===== src/rtl/i2c_arb_pkg.sv =====
// Shared types for the I2C transaction arbiter: FSM state encoding and response status codes.
package i2c_arb_pkg;

  typedef enum logic [1:0] {
    IDLE      = 2'd0,
    ISSUE     = 2'd1,
    WAIT_DONE = 2'd2,
    GAP       = 2'd3
  } state_t;

  localparam logic RSP_OK   = 1'b0;
  localparam logic RSP_FAIL = 1'b1;

endpackage


===== src/rtl/rr_arbiter.sv =====
// Combinational round-robin picker: first set request bit searching upward from ptr+1, wrapping.
module rr_arbiter #(
  parameter int NUM_REQ = 4,
  parameter int PW      = $clog2(NUM_REQ)
) (
  input  logic [NUM_REQ-1:0] req,
  input  logic [PW-1:0]      ptr,
  output logic [NUM_REQ-1:0] grant,
  output logic [PW-1:0]      idx,
  output logic               valid
);

  logic          found;
  logic [PW-1:0] cand;

  always_comb begin
    found = 1'b0;
    idx   = '0;
    cand  = '0;
    for (int i = 1; i <= NUM_REQ; i++) begin
      cand = PW'((int'(ptr) + i) % NUM_REQ);
      if (!found && req[cand]) begin
        found = 1'b1;
        idx   = cand;
      end
    end
  end

  assign grant = found ? (NUM_REQ'(1) << idx) : '0;
  assign valid = found;

endmodule


===== src/rtl/i2c_txn_arbiter.sv =====
// Round-robin sharing of one byte-level I2C master among NUM_REQ clients, with post-write idle gap.
// Define I2C_TIMEOUT_EN to add a WAIT_DONE watchdog that fails the transaction after TIMEOUT_CYCLES.
module i2c_txn_arbiter
  import i2c_arb_pkg::*;
#(
  parameter int NUM_REQ        = 4,
  parameter int ADDR_W         = 16,
  parameter int GAP_CYCLES     = 5000,
  parameter int TIMEOUT_CYCLES = 100000
) (
  input  logic                  clk,
  input  logic                  rst_n,
  input  logic [NUM_REQ-1:0]    req_valid,
  input  logic [NUM_REQ-1:0]    req_rh_wl,
  input  logic [NUM_REQ*ADDR_W-1:0] req_addr,
  input  logic [NUM_REQ*8-1:0]  req_data_w,
  output logic [NUM_REQ-1:0]    req_accept,
  output logic [NUM_REQ-1:0]    rsp_done,
  output logic [7:0]            rsp_data_r,
  output logic                  rsp_ack,
  output logic                  busy,
  output logic                  timeout_err,
  output logic                  i2c_exec,
  output logic                  i2c_rh_wl,
  output logic [ADDR_W-1:0]     i2c_addr,
  output logic [7:0]            i2c_data_w,
  input  logic [7:0]            i2c_data_r,
  input  logic                  i2c_done,
  input  logic                  i2c_ack
);

  localparam int PW    = $clog2(NUM_REQ);
  localparam int GAP_W = $clog2(GAP_CYCLES) + 1;

  state_t               state_q, state_d;
  logic [PW-1:0]        ptr_q, ptr_d;
  logic [NUM_REQ-1:0]   gnt_q, gnt_d;
  logic [NUM_REQ-1:0]   req_accept_q, req_accept_d;
  logic [NUM_REQ-1:0]   rsp_done_q, rsp_done_d;
  logic [7:0]           rsp_data_r_q, rsp_data_r_d;
  logic                 rsp_ack_q, rsp_ack_d;
  logic                 busy_q, busy_d;
  logic                 i2c_exec_q, i2c_exec_d;
  logic                 i2c_rh_wl_q, i2c_rh_wl_d;
  logic [ADDR_W-1:0]    i2c_addr_q, i2c_addr_d;
  logic [7:0]           i2c_data_w_q, i2c_data_w_d;
  logic [GAP_W-1:0]     gap_cnt_q, gap_cnt_d;

  logic [NUM_REQ-1:0]   arb_grant;
  logic [PW-1:0]        arb_idx;
  logic                 arb_valid;

  rr_arbiter #(
    .NUM_REQ (NUM_REQ),
    .PW      (PW)
  ) u_rr_arbiter (
    .req   (req_valid),
    .ptr   (ptr_q),
    .grant (arb_grant),
    .idx   (arb_idx),
    .valid (arb_valid)
  );

`ifdef I2C_TIMEOUT_EN
  localparam int TO_W = $clog2(TIMEOUT_CYCLES) + 1;
  logic [TO_W-1:0] to_cnt_q, to_cnt_d;
  logic            timeout_err_q, timeout_err_d;
  assign timeout_err = timeout_err_q;
`else
  assign timeout_err = 1'b0;
`endif

  always_comb begin
    state_d      = state_q;
    ptr_d        = ptr_q;
    gnt_d        = gnt_q;
    req_accept_d = '0;
    rsp_done_d   = '0;
    rsp_data_r_d = rsp_data_r_q;
    rsp_ack_d    = rsp_ack_q;
    busy_d       = busy_q;
    i2c_exec_d   = 1'b0;
    i2c_rh_wl_d  = i2c_rh_wl_q;
    i2c_addr_d   = i2c_addr_q;
    i2c_data_w_d = i2c_data_w_q;
    gap_cnt_d    = gap_cnt_q;
`ifdef I2C_TIMEOUT_EN
    to_cnt_d      = to_cnt_q;
    timeout_err_d = 1'b0;
`endif
    case (state_q)
      IDLE: begin
        if (arb_valid) begin
          req_accept_d = arb_grant;
          gnt_d        = arb_grant;
          ptr_d        = arb_idx;
          i2c_rh_wl_d  = req_rh_wl[arb_idx];
          i2c_addr_d   = req_addr[arb_idx*ADDR_W +: ADDR_W];
          i2c_data_w_d = req_data_w[arb_idx*8 +: 8];
          busy_d       = 1'b1;
          state_d      = ISSUE;
        end
      end
      ISSUE: begin
        i2c_exec_d = 1'b1;
        gap_cnt_d  = '0;
`ifdef I2C_TIMEOUT_EN
        to_cnt_d   = '0;
`endif
        state_d    = WAIT_DONE;
      end
      WAIT_DONE: begin
        // A done in the watchdog's final cycle still reports the master's real result.
        if (i2c_done) begin
          rsp_done_d   = gnt_q;
          rsp_data_r_d = i2c_data_r;
          rsp_ack_d    = i2c_ack;
          if (!i2c_rh_wl_q && GAP_CYCLES > 0) begin
            state_d = GAP;
          end else begin
            state_d = IDLE;
            busy_d  = 1'b0;
          end
        end
`ifdef I2C_TIMEOUT_EN
        else if (to_cnt_q == TO_W'(TIMEOUT_CYCLES - 1)) begin
          timeout_err_d = 1'b1;
          rsp_done_d    = gnt_q;
          rsp_data_r_d  = 8'h00;
          rsp_ack_d     = RSP_FAIL;
          state_d       = IDLE;
          busy_d        = 1'b0;
        end else begin
          to_cnt_d = to_cnt_q + TO_W'(1);
        end
`endif
      end
      GAP: begin
        if (gap_cnt_q == GAP_W'(GAP_CYCLES - 1)) begin
          state_d = IDLE;
          busy_d  = 1'b0;
        end else begin
          gap_cnt_d = gap_cnt_q + GAP_W'(1);
        end
      end
      default: state_d = IDLE;
    endcase
  end

  // Pointer resets to the last client so client 0 wins the first arbitration.
  always_ff @(posedge clk or negedge rst_n) begin
    if (!rst_n) begin
      state_q      <= IDLE;
      ptr_q        <= PW'(NUM_REQ - 1);
      gnt_q        <= '0;
      req_accept_q <= '0;
      rsp_done_q   <= '0;
      rsp_data_r_q <= '0;
      rsp_ack_q    <= RSP_OK;
      busy_q       <= 1'b0;
      i2c_exec_q   <= 1'b0;
      i2c_rh_wl_q  <= 1'b0;
      i2c_addr_q   <= '0;
      i2c_data_w_q <= '0;
      gap_cnt_q    <= '0;
`ifdef I2C_TIMEOUT_EN
      to_cnt_q      <= '0;
      timeout_err_q <= 1'b0;
`endif
    end else begin
      state_q      <= state_d;
      ptr_q        <= ptr_d;
      gnt_q        <= gnt_d;
      req_accept_q <= req_accept_d;
      rsp_done_q   <= rsp_done_d;
      rsp_data_r_q <= rsp_data_r_d;
      rsp_ack_q    <= rsp_ack_d;
      busy_q       <= busy_d;
      i2c_exec_q   <= i2c_exec_d;
      i2c_rh_wl_q  <= i2c_rh_wl_d;
      i2c_addr_q   <= i2c_addr_d;
      i2c_data_w_q <= i2c_data_w_d;
      gap_cnt_q    <= gap_cnt_d;
`ifdef I2C_TIMEOUT_EN
      to_cnt_q      <= to_cnt_d;
      timeout_err_q <= timeout_err_d;
`endif
    end
  end

  assign req_accept = req_accept_q;
  assign rsp_done   = rsp_done_q;
  assign rsp_data_r = rsp_data_r_q;
  assign rsp_ack    = rsp_ack_q;
  assign busy       = busy_q;
  assign i2c_exec   = i2c_exec_q;
  assign i2c_rh_wl  = i2c_rh_wl_q;
  assign i2c_addr   = i2c_addr_q;
  assign i2c_data_w = i2c_data_w_q;

endmodule


===== config.mk =====
export PLATFORM = sky130hd
export DESIGN_NAME = i2c_txn_arbiter
export DESIGN_NICKNAME = d
export VERILOG_FILES = /design/src/rtl/i2c_arb_pkg.sv /design/src/rtl/rr_arbiter.sv /design/src/rtl/i2c_txn_arbiter.sv
export SDC_FILE = /design/constraint.sdc
export NUM_CORES = 1
export LEC_CHECK = 0
export BUFFER_PORTS_ARGS = -buffer_cell sky130_fd_sc_hd__buf_2
export CAP_MARGIN = 30
export CORE_UTILIZATION = 43
export CTS_CLUSTER_SIZE = 30
export DETAILED_ROUTE_END_ITERATION = 16
export GPL_ROUTABILITY_DRIVEN = 0
export PLACE_DENSITY = 0.8
export SYNTH_ARGS = -nofsm -noshare
export SYNTH_HDL_FRONTEND = slang
export SYNTH_HIERARCHICAL = 1
export SYNTH_SLANG_ARGS = --single-unit

===== constraint.sdc =====
create_clock -name clk -period 2.57 [get_ports clk]
set_input_delay 0.257 -clock clk [delete_from_list [all_inputs] [get_ports clk]]
set_output_delay 0.257 -clock clk [all_outputs]
set_load 0.1 [all_outputs]

==> key figures, run 1 <==
Critical path
  • Kind of critical path: reg2reg
  • Worst reg2reg setup slack: 0.29 ns
  • CP max stage delay: 0.66 ns
  • CP Cell Sequence: nand2b_1, a22oi_1, o221ai_4, buf_12, mux4_2, mux2_2
  • CP Capture Type: register
  • Crit path max fanout: 26
  • Required time worst endpoint: 2.79 ns
  • Arr. time, crit path: 2.51 ns
  • Critical path's slowest cell: dfstp_2
  • Worst Setup Start Kind: register

Global routing
  • Largest net degree at the start of global routing: 33
  • Initial antenna violation count: 1
  • Grt ovf: 0
  • Number of global-route vias before repair: 2,886
  • Global-route usage over all layers: 20.7%
  • First-pass GRT wire length: 13.5 mm

Drt
  • Routed via count: 2,846
  • Vias per cell: 5.27
  • Post-Route WL: 8.22 mm
  • DRC: 0
  • 1st-iter DRT viols: 182
  • Drt first pass iters: 4
  • Post-route ant nets: 0
  • Drt wl/cell: 15.2 microns

Finish
  • Layout Utilization: 59.7%
  • Non-Filler Instances: 540
  • N_diodes: 0
  • Nets: 550
  • Fin area: 4660 sq um
  • Filler Cell Count: 649
  • Share of layout cells above drive strength 1: 58.4%
  • Area grow syn2layout: 32.7%

Timing
  • Fmax achieved: 0.438 GHz
  • Setup violators final: 0
  • Clock Skews: 0.00779 ns
  • Worst slew margin: 47.0%
  • Worst-margin pin slew: 0.794 ns
  • Fin crit share: 88.8%
  • Final min period: 2.28 ns
  • Setup TNS: 0 ns
  • RSZ-0062 raised after global routing: no
  • Max-slew violation count: 0
  • Hold_ws: 0.140 ns
  • Worst setup margin: 0.287 ns
  • Fin. Hold Viols: 0

CTS
  • Clock Sinks: 66
  • Clock transition at the registers of the reported paths: 0.08 ns
  • H-tree depth: 3
  • Root Buffer: clkbuf_8
  • Skew-Pair Late Insertion Delay: 0.34 ns
  • Cts bufs inserted: 9
  • CTS tree: done
  • Clock tree buffer depth: 2
  • Post-CTS setup buffers: 0

Synthesis
  • Synth cell types: 52
  • Gate Count Post-Synth: 274
  • YS warnings: 6
  • Asr flop ratio synth: 100%
  • Number of flops mapped to enable cells by yosys: 0
  • Mapped Area: 3510 sq um
  • Sequential area share after synthesis: 47.1%
  • Synth Register Bits: 66
  • Mapped Nets: 391
  • Synth Area per Inst: 12.8 sq um
  • Most common flop cell mapped by yosys: dfrtp_1

Power
  • Tot Pwr: 2.85 mW
  • Logic pwr share: 28.6%
  • Leak: 2.30 nW
  • Net Sw Frac: 36.0%
  • P_int: 1.83 mW
  • Power per Cell Area: 613 nW/um^2
  • Switch Pwr: 1.03 mW
  • Seq pwr share: 39.7%
  • Clock share of power: 31.7%
  • IR drop worst, VDD: 0.349 mV

Run status
  • Outcome: finished clean

Placement
  • Dpl cells: 523
  • DPL Wire Length: 6.21 mm
  • Port Buffer Count: 159
  • Place WS: 0.281 ns
  • Placed standard-cell area: 4450 sq um

Floorplanning
  • Core Area: 7810 sq um
  • DIE AREA: 8530 sq um
  • Initial Util: 45.0%
  • FP Rows: 32
  • Io pins: 161
  • Die width: 92.4 microns
  • Die H: 92.4 microns

Min path
  • Min-Delay Path Class: in2reg

Flow run
  • Max cap viols: 0
## layout by cell type, fill, tap and decap left out, types with 2 or more instances in the layout
| cell type | n |
|---|---|
| nand2_1 | 17 |
| nor3_1 | 2 |
| o22ai_1 | 4 |
| mux4_2 | 25 |
| nor2b_1 | 4 |
| dfrtp_1 | 64 |
| inv_6 | 2 |
| o21bai_1 | 4 |
| nand4_1 | 3 |
| and2_1 | 4 |
| nor2_1 | 18 |
| inv_1 | 14 |
| buf_4 | 4 |
| a21oi_1 | 9 |
| buf_2 | 159 |
| nand3_1 | 5 |
| mux2i_1 | 8 |
| clkinv_4 | 2 |
| clkbuf_8 | 9 |
| mux2_2 | 36 |
| nand2b_1 | 5 |
| dfstp_2 | 2 |
| buf_12 | 2 |
| o211ai_1 | 2 |
## power by group through the flow
stage | clock network [mW] | logic [mW] | registers, mW
global route | 0.974 | 0.859 | 1.14
finish | 0.905 | 0.816 | 1.13
CTS | 0.922 | 0.825 | 1.13
detailed placement | 0 | 0.822 | 1.15
floorplan | 0 | 0.247 | 1.50
global placement | 0 | 0.808 | 1.15
## final cells by class
class | instances | area, sq um | area share [%]
Multi-Input combinational cell | 176 | 1750 | 37.5
Sequential cell | 66 | 1650 | 35.5
Timing Repair Buffer | 166 | 876 | 18.8
Tap cell | 102 | 128 | 2.74
Clock buffer | 9 | 124 | 2.66
Clock inverter | 7 | 77.6 | 1.67
Inverter | 14 | 52.6 | 1.13
## cells in the mapped netlist, types with 4 or more instances
cell type	n	area share (%)
dfrtp_1	64	46
nand2b_1	5	0.89
clkbuf_1	7	0.75
nor2_1	18	1.9
a21oi_1	9	1.3
buf_2	8	1.1
inv_1	14	1.5
mux2i_1	8	2.3
nor2b_1	4	0.71
o21bai_1	4	0.86
nand2_1	17	1.8
mux2_2	36	12
mux4_2	25	16
nand3_1	5	0.71
o22ai_1	4	0.71
and2_1	4	0.71
## kinds of logic after synthesis
family,after synthesis,synth area share [%]
other cells,1,0.107
flops,66,47.1
fa+ha+maj,1,0.356
compound gates,34,7.06
xor+xnor,1,0.250
simple gates,70,11.1
mux,69,29.9
buf+inv,32,4.13
## critical path, delay by kind of cell, from the launching register on
kind,cells,cell delay (ns)
mux,2,0.80
flops,1,0.66
compound gates,2,0.30
buf+inv,1,0.26
simple gates,1,0.14
## final timing paths
check | start | end | cells past startpoint
hold reg to reg | gap_cnt_q[13]$_DFFE_PN0P_ | gap_cnt_q[13]$_DFFE_PN0P_ | 1
setup / recovery | ptr_q[1]$_DFFE_PN1P_ | i2c_addr[15]$_DFFE_PN0P_ | 6
max in group asynchronous | rst_n | i2c_addr[13]$_DFFE_PN0P_ | 3
hold / removal | i2c_data_r[2] | rsp_data_r[2]$_DFFE_PN0P_ | 2
setup reg to reg | ptr_q[1]$_DFFE_PN1P_ | i2c_addr[15]$_DFFE_PN0P_ | 6
min in group asynchronous | rst_n | rsp_data_r[2]$_DFFE_PN0P_ | 2
## per-layer routing
layer	vias to the layer above	GRT usage (%)	routed length [microns]	part of all wire, %
met1	1377	24.7	3200	39
met4	2	8.33	90	1.1
li1	1333	-	-	-
met2	124	36.2	4360	53
met5	-	0	10	0.12
met3	10	4.60	551	6.7
## registers in the layout, indices dropped and copies added (netlist names)
| signal | cells |
|---|---|
| rsp_ack | 1 |
| gap_cnt_q | 14 |
| ptr_q | 2 |
| gnt_q | 4 |
| busy | 1 |
| state_q | 2 |
| req_accept | 4 |
| rsp_data_r | 8 |
| i2c_rh_wl | 1 |
| i2c_exec | 1 |
| rsp_done | 4 |
| i2c_addr | 16 |
| i2c_data_w | 8 |
## timing repair
action	in CTS	in global routing
resized for setup	0	0
endpoints found under the setup margin	0	0
endpoints found under the hold margin	28	0
hold buffers	1	0
Power figures use the tool's default switching activity.
==> run 2, diff against run 1 <==
- CORE_MARGIN: not set -> 3
==> key figures, run 2 (synthesis results as in run 1) <==
Drt
  • 1st-iter DRT viols: 106
  • Drt wl/cell: 15.5 microns
  • Post-Route WL: 8.35 mm
  • Vias per cell: 5.27
  • Post-route ant nets: 0
  • Drt first pass iters: 4
  • Routed via count: 2,839
  • DRC: 0

Global routing
  • Number of global-route vias before repair: 2,929
  • Largest net degree at the start of global routing: 37
  • Initial antenna violation count: 0
  • Global-route usage over all layers: 18.7%
  • First-pass GRT wire length: 13.3 mm
  • Grt ovf: 0

Timing
  • Fmax achieved: 0.436 GHz
  • Hold_ws: 0.146 ns
  • RSZ-0062 raised after global routing: no
  • Fin crit share: 89.3%
  • Max-slew violation count: 0
  • Worst-margin pin slew: 0.758 ns
  • Setup violators final: 0
  • Setup TNS: 0 ns
  • Final min period: 2.30 ns
  • Clock Skews: 0.00731 ns
  • Worst slew margin: 49.4%
  • Fin. Hold Viols: 0

Power
  • Leak: 2.33 nW
  • Seq pwr share: 36.1%
  • IR drop worst, VDD: 0.384 mV
  • Switch Pwr: 0.989 mW
  • Power per Cell Area: 661 nW/um^2
  • P_int: 2.14 mW
  • Clock share of power: 37.7%
  • Net Sw Frac: 31.6%
  • Logic pwr share: 26.2%

Flow run
  • Max cap viols: 0

CTS
  • PostCTS Resize Cnt: 0
  • H-tree depth: 3
  • Clock tree buffer depth: 2
  • CTS tree: done
  • Skew-Pair Late Insertion Delay: 0.34 ns
  • Clock Sinks: 66
  • Clock transition at the registers of the reported paths: 0.08 ns
  • Cts bufs inserted: 9
  • Post-CTS setup buffers: 0
  • Root Buffer: clkbuf_8

Placement
  • DPL Wire Length: 6.42 mm
  • Port Buffer Count: 159

Finish
  • Share of layout cells above drive strength 1: 58.4%
  • Most frequent cells in the layout: buf_2, dfrtp_1, mux2_2
  • Nets: 549
  • Filler Cell Count: 634
  • Area grow syn2layout: 34.9%
  • N_diodes: 0
  • Commonest non-fill, non-tap cell in the layout: buf_2
  • Largest register FFs: 16
  • Layout Utilization: 60.7%

Critical path
  • CP Cell Sequence: nand2b_1, a22oi_1, o221ai_4, buf_12, mux4_2, mux2_2
  • CP Capture Type: register
  • Critical path's slowest cell: dfstp_2
  • Required time worst endpoint: 2.79 ns
  • Worst Setup Start Kind: register
  • Kind of critical path: reg2reg
  • Crit path max fanout: 26
  • Arr. time, crit path: 2.52 ns
  • Worst r2r src: ptr_q[1]$_DFFE_PN1P_
  • Crit. Startpoint: ptr_q[1]$_DFFE_PN1P_
  • CP max stage delay: 0.66 ns

Floorplanning
  • Core Area: 7810 sq um
  • Die width: 96.4 microns
  • DIE AREA: 9290 sq um
  • FP Rows: 32
  • Die H: 96.4 microns
  • Initial Util: 45.0%
  • Io pins: 161

Min path
  • Min-Delay Path Class: in2reg
  • Hold path startpoint: i2c_data_r[6]

Run status
  • Outcome: finished clean
run 2: per-layer routing:
layer,share of wire [%],up-vias,GRT usage (%)
met1,39,1370,21.2
li1,-,1325,-
met4,2.0,0,8.18
met5,0,-,0
met3,7.8,17,4.85
met2,52,127,33.0
run 2: path summary, 6_finish.rpt:
| kind | cells past startpoint | slack [ns] | endpoint |
|---|---|---|---|
| max | 6 | 0.27 | i2c_data_w[7]$_DFFE_PN0P_ |
| min | 2 | 0.15 | rsp_data_r[6]$_DFFE_PN0P_ |
| max reg2reg | 6 | 0.27 | i2c_data_w[7]$_DFFE_PN0P_ |
| min reg2reg | 1 | 0.47 | gap_cnt_q[13]$_DFFE_PN0P_ |
| max in group asynchronous | 3 | 1.43 | i2c_addr[8]$_DFFE_PN0P_ |
| min in group asynchronous | 2 | 0.51 | rsp_ack$_DFFE_PN0P_ |
run 2: area by class of cell:
type	count	area, sq um	area share, %
Multi-Input combinational cell	176	1750	36.9
Sequential cell	66	1650	34.9
Timing Repair Buffer	165	881	18.6
Clock buffer	10	138	2.91
Clock inverter	6	138	2.91
Tap cell	102	128	2.69
Inverter	14	52.6	1.11
run 2: power by group through the flow:
| stage | clock (mW) | combinational [mW] | sequential, mW |
|---|---|---|---|
| floorplan | 0 | 0.247 | 1.50 |
| global placement | 0 | 0.812 | 1.15 |
| detailed placement | 0 | 0.828 | 1.15 |
| CTS | 1.20 | 0.830 | 1.13 |
| global route | 1.25 | 0.869 | 1.14 |
| finish | 1.18 | 0.820 | 1.13 |
run 2: worst max-delay path, delay by kind of cell, from the launching register on:
family                 cells  cell delay (ns)
buffers and inverters      1             0.25
multiplexers               2             0.81
flip-flops                 1             0.66
AND/OR/NAND/NOR            1             0.13
AO/OA/AOI/OAI              2             0.31
run 2: through the flow:
stage,instances,instance area (sq um),worst slack (ns),total power [mW]
CTS,539,4740,0.249,3.16
finish,539,4740,0.275,3.13
floorplan,274,3510,0.115,1.75
global route,539,4740,0.168,3.26
global placement,522,4450,0.340,1.96
detailed placement,522,4450,0.257,1.98
run 2: repair_timing:
action | CTS | global route
hold endpoints to repair | 28 | 0
endpoints found under the setup margin | 0 | 0
hold buffers | 1 | 0
